## src/rtl/uart_tx_pkg.sv

```systemverilog
// uart_tx_pkg: shared UART state encoding and default frame parameters
package uart_tx_pkg;
  typedef enum logic [1:0] {
    IDLE  = 2'd0,
    START = 2'd1,
    DATA  = 2'd2,
    STOP  = 2'd3
  } uart_state_e;
  localparam int DEF_DATA_BITS = 8;
  localparam int DEF_CLKS_PER_BIT = 16;
endpackage

```

## src/rtl/uart_tx_baud_counter.sv

```systemverilog
// baud_counter: bit-period timer, pulses tick on the last cycle of each bit
module baud_counter import uart_tx_pkg::*; #(
  parameter int CLKS_PER_BIT = DEF_CLKS_PER_BIT
) (
  input  logic clock,
  input  logic reset,
  input  logic enable,
  output logic tick
);
  localparam int W = $clog2(CLKS_PER_BIT);
  logic [W-1:0] cnt_q;
  assign tick = enable && cnt_q == W'(CLKS_PER_BIT - 1);
  always_ff @(posedge clock) begin
    if (reset || !enable || tick) cnt_q <= '0;
    else cnt_q <= cnt_q + W'(1);
  end
endmodule

```

## src/rtl/uart_tx.sv

```systemverilog
// uart_tx: valid/ready byte in, 8N1-style asynchronous frame out on tx
module uart_tx import uart_tx_pkg::*; #(
  parameter int DATA_BITS = DEF_DATA_BITS,
  parameter int CLKS_PER_BIT = DEF_CLKS_PER_BIT
) (
  input  logic                 clock,
  input  logic                 reset,
  input  logic [DATA_BITS-1:0] data,
  input  logic                 valid,
  output logic                 ready,
  output logic                 busy,
  output logic                 tx
);
  localparam int BW = $clog2(DATA_BITS + 1);
  uart_state_e state_q, state_d;
  logic [DATA_BITS-1:0] shift_q, shift_d;
  logic [BW-1:0] bit_q, bit_d;
  logic tx_q, tx_d, ready_q, ready_d, busy_q, busy_d;
  logic tick;
  baud_counter #(.CLKS_PER_BIT(CLKS_PER_BIT)) u_baud (
    .clock (clock),
    .reset (reset),
    .enable(state_q != IDLE),
    .tick  (tick)
  );
  always_comb begin
    state_d = state_q;
    shift_d = shift_q;
    bit_d   = bit_q;
    tx_d    = tx_q;
    ready_d = ready_q;
    busy_d  = busy_q;
    case (state_q)
      IDLE: begin
        tx_d    = 1'b1;
        ready_d = 1'b1;
        busy_d  = 1'b0;
        if (valid) begin
          state_d = START;
          shift_d = data;
          tx_d    = 1'b0;
          ready_d = 1'b0;
          busy_d  = 1'b1;
        end
      end
      START: if (tick) begin
        state_d = DATA;
        bit_d   = '0;
        tx_d    = shift_q[0];
      end
      // tx is registered, so it is loaded with the next bit on the boundary edge
      DATA: if (tick) begin
        shift_d = shift_q >> 1;
        bit_d   = bit_q + BW'(1);
        state_d = bit_q == BW'(DATA_BITS - 1) ? STOP : DATA;
        tx_d    = bit_q == BW'(DATA_BITS - 1) ? 1'b1 : shift_q[1];
      end
      STOP: if (tick) begin
        state_d = IDLE;
        tx_d    = 1'b1;
        ready_d = 1'b1;
        busy_d  = 1'b0;
      end
      default: begin
        state_d = IDLE;
        tx_d    = 1'b1;
        ready_d = 1'b1;
        busy_d  = 1'b0;
      end
    endcase
  end
  always_ff @(posedge clock) begin
    if (reset) begin
      state_q <= IDLE;
      shift_q <= '0;
      bit_q   <= '0;
      tx_q    <= 1'b1;
      ready_q <= 1'b1;
      busy_q  <= 1'b0;
    end else begin
      state_q <= state_d;
      shift_q <= shift_d;
      bit_q   <= bit_d;
      tx_q    <= tx_d;
      ready_q <= ready_d;
      busy_q  <= busy_d;
    end
  end
  assign ready = ready_q;
  assign busy  = busy_q;
  assign tx    = tx_q;
endmodule
```

## config.mk

```make
export PLATFORM = sky130hd
export DESIGN_NAME = uart_tx
export DESIGN_NICKNAME = d
export VERILOG_FILES = /design/src/rtl/uart_tx_pkg.sv /design/src/rtl/uart_tx_baud_counter.sv /design/src/rtl/uart_tx.sv
export SDC_FILE = /design/constraint.sdc
export NUM_CORES = 1
export LEC_CHECK = 0
export BUFFER_PORTS_ARGS = -buffer_cell sky130_fd_sc_hd__buf_2
export CAP_MARGIN = 10
export CORE_ASPECT_RATIO = 0.7
export CORE_MARGIN = 1
export CORE_UTILIZATION = 37
export DETAILED_ROUTE_END_ITERATION = 8
export PLACE_DENSITY = 0.61
export SYNTH_ARGS = -nofsm -noshare
export SYNTH_HDL_FRONTEND = slang
export SYNTH_HIERARCHICAL = 1
export SYNTH_SLANG_ARGS = --single-unit
```

## constraint.sdc

```tcl
create_clock -name clock -period 3.95 [get_ports clock]
set_clock_uncertainty 0.1 [all_clocks]
set_input_delay 0.395 -clock clock [delete_from_list [all_inputs] [get_ports clock]]
set_output_delay 0.395 -clock clock [all_outputs]
set_load 0.01 [all_outputs]
```

==> flow_metrics.py <==
metrics = {
    "run_status": {
        "status": "complete, no violations",
    },
    "finish": {
        "layout.nets": 147,
        "areaGrowthSynthToFinish_pct": 9.56,
        "layout-drive-gt1-share_pct": 17.2,
        "fin_util_pct": 43.2,
        "final_common_cell": "dfxtp_1",
        "antenna_cells": 0,
        "final_cell_mix": "dfxtp_1, buf_2, a21oi_1",
    },
    "timing": {
        "rsz0062_at_grt": "no",
        "slew_violations": 0,
        "hold_viol": 0,
        "fin_ws_ns": 1.50,
        "period_needed_ns": 2.45,
        "slew_headroom_pct": 49.3,
        "setup_violations": 0,
        "fin_crit_sh_pct": 61.9,
        "max_freq_ghz": 0.409,
        "worst_pin_slew_ns": 0.760,
        "tns_ns": 0,
    },
    "synth": {
        "synthCells": 118,
        "ys_warn_count": 6,
        "syn_area_um2": 1110,
        "synth_top_cell_by_area": "dfxtp_1",
        "ys_ff_latch": 21,
        "synth_top_area_share_pct": 37.8,
        "synth_seq_area_share_pct": 37.8,
        "avgSynthCellArea_um2": 9.43,
        "synth_fp_nets": 136,
        "ys_types": 36,
        "synthTopCellsByArea": "dfxtp_1, ha_1, mux2i_1",
    },
    "clocking": {
        "numCtsBuffers": 3,
        "tritoncts": "yes",
        "clock_latency_ns": 0.26,
        "postCtsHoldBufs": 0,
        "htreeDepth": 1,
        "clockRootBuffer": "clkbuf_8",
        "post_cts_resized": 0,
        "clock_path_buffers": 2,
        "clock-sinks": 21,
        "cts_setup_buffers": 0,
        "cts.clk_slew.worst_paths_ns": 0.08,
    },
    "min_path": {
        "hold_path_class": "in2reg",
        "min_from": "data[7]",
        "hold_path_depth": 3,
        "holdPathEnd": "shift_q[7]",
    },
    "global_route": {
        "grt_usage_pct": 14.4,
        "grt_max_degree": 19,
        "antenna_found_initial": 0,
        "grt_pass1_wl_um": 3330,
        "grt_pass1_vias": 741,
        "grt.overflow.total": 0,
    },
    "worst_setup_path": {
        "worstReg2RegStart": "state_q[0]",
        "start_kind": "flop",
        "critPathArrivalTime_ns": 2.50,
        "r2r_end": "bit_q[3]",
        "crit_fanout": 13,
        "crit_required_ns": 4.00,
        "reg2reg_slack_ns": 1.50,
        "crit_type": "reg2reg",
        "worstRegToRegCells": 7,
        "crit_path_end_kind": "flop",
    },
    "drt": {
        "drt_iter0_markers": 42,
        "dr.pass1.iters": 4,
        "vias_per_cell": 5.22,
        "drt.antenna.violating_nets": 0,
        "wl_um": 2080,
        "wire_per_inst_um": 12.7,
        "vias": 856,
        "drc": 0,
    },
    "floorplanning": {
        "start_util_pct": 39.4,
        "dieArea_um2": 3230,
        "core_um2": 2820,
        "die_x_um": 67.5,
        "row_count": 16,
        "ioPinCount": 14,
        "die_h_um": 47.9,
    },
    "placement": {
        "portBuffers": 13,
        "place_ws_ns": 1.53,
        "gp_congestion": 0.828,
        "dp_hpwl_um": 1510,
    },
    "job": {
        "maxCapViolations": 0,
    },
    "pwr": {
        "powerDensity_nw_per_um2": 701,
        "irDropWorstVdd_uv": 304,
        "leakage_nw": 0.483,
    },
}
==> layer usage <==
| metal | wire length, um | global-route usage (%) | share of wire, % | vias to the layer above |
|---|---|---|---|---|
| li1 | - | - | - | 450 |
| met4 | 19 | 6.38 | 0.91 | 0 |
| met3 | 64 | 4.29 | 3.1 | 2 |
| met1 | 1110 | 19.5 | 53 | 394 |
| met5 | 0 | 0 | 0 | - |
| met2 | 887 | 21.4 | 43 | 10 |
==> stage by stage <==
stage	std cells	total power [mW]	hold slack, ns	cell area (um^2)
CTS	164	0.861	0.336	1220
global placement	160	0.712	0.327	1170
detailed placement	160	0.720	0.337	1170
global route	164	0.930	0.345	1220
floorplan	118	0.670	0.318	1110
finish	164	0.854	0.341	1220
==> report_power, final <==
part           leakage [nW]  switching [mW]  internal, mW  total, mW
clock                0.0228          0.0666        0.0717      0.138
combinational         0.288           0.224         0.173      0.397
sequential            0.172          0.0398         0.278      0.318
==> cell families after synthesis <==
| family | after synthesis | synth area share [%] |
|---|---|---|
| DFF | 21 | 37.8 |
| xor gates and xnor gates | 2 | 1.58 |
| adders and majority gates | 7 | 7.87 |
| and+or+nand+nor | 28 | 14.4 |
| buffers and inverters | 15 | 7.09 |
| AOI/OAI and AO/OA | 35 | 21.6 |
| muxes | 10 | 9.67 |
==> worst max path at each step <==
stage,startpoint,end,cells past startpoint
floorplan,state_q[0],bit_q[3],8
global placement,state_q[0],shift_q[6],8
detailed placement,state_q[0],bit_q[3],7
CTS,state_q[0],shift_q[6],8
global route,state_q[0],shift_q[6],8
finish,state_q[0],bit_q[3],7
==> area by class of cell <==
type	count	area [um^2]
fill	279	1600
inverter	8	30.0
tap	36	45.0
multi-input combinational	82	613
timing repair buffer	13	65.1
sequential	21	420
clock buffer	4	45.0
==> sequential cells by signal, summed over array words and instances, names as in the netlist <==
name and cells:
ready 1, tx 1, u_baud/cnt_q 4, shift_q 8, bit_q 4, state_q 2
busy 1
==> synth_stat cells (all sizes together) <==
cell type	number
nand3b	3
o31ai	2
and2	1
nor3	3
nand2b	1
o21ai	6
mux2	3
a221o	1
and4b	1
buf	6
nand4b	1
a21oi	12
a21bo	1
a32o	1
nor2	5
dfxtp	21
and3b	1
mux2i	7
nand2	4
nand3	3
o221ai	1
ha	7
clkbuf	1
o31a	1
inv	8
xnor2	1
a32oi	1
a311oi	7
o211ai	1
nor2b	5
xor2	1
o21ba	1
==> worst max-delay path: stages (launching register included) <==
cell	delay (ns)
dfxtp_1	0.38
inv_1	0.10
ha_1	0.28
inv_1	0.10
inv_1	0.05
nor2_1	0.58
o21ai_0	0.39
a32o_1	0.35
Note: power is estimated with default switching activity, not from simulation.
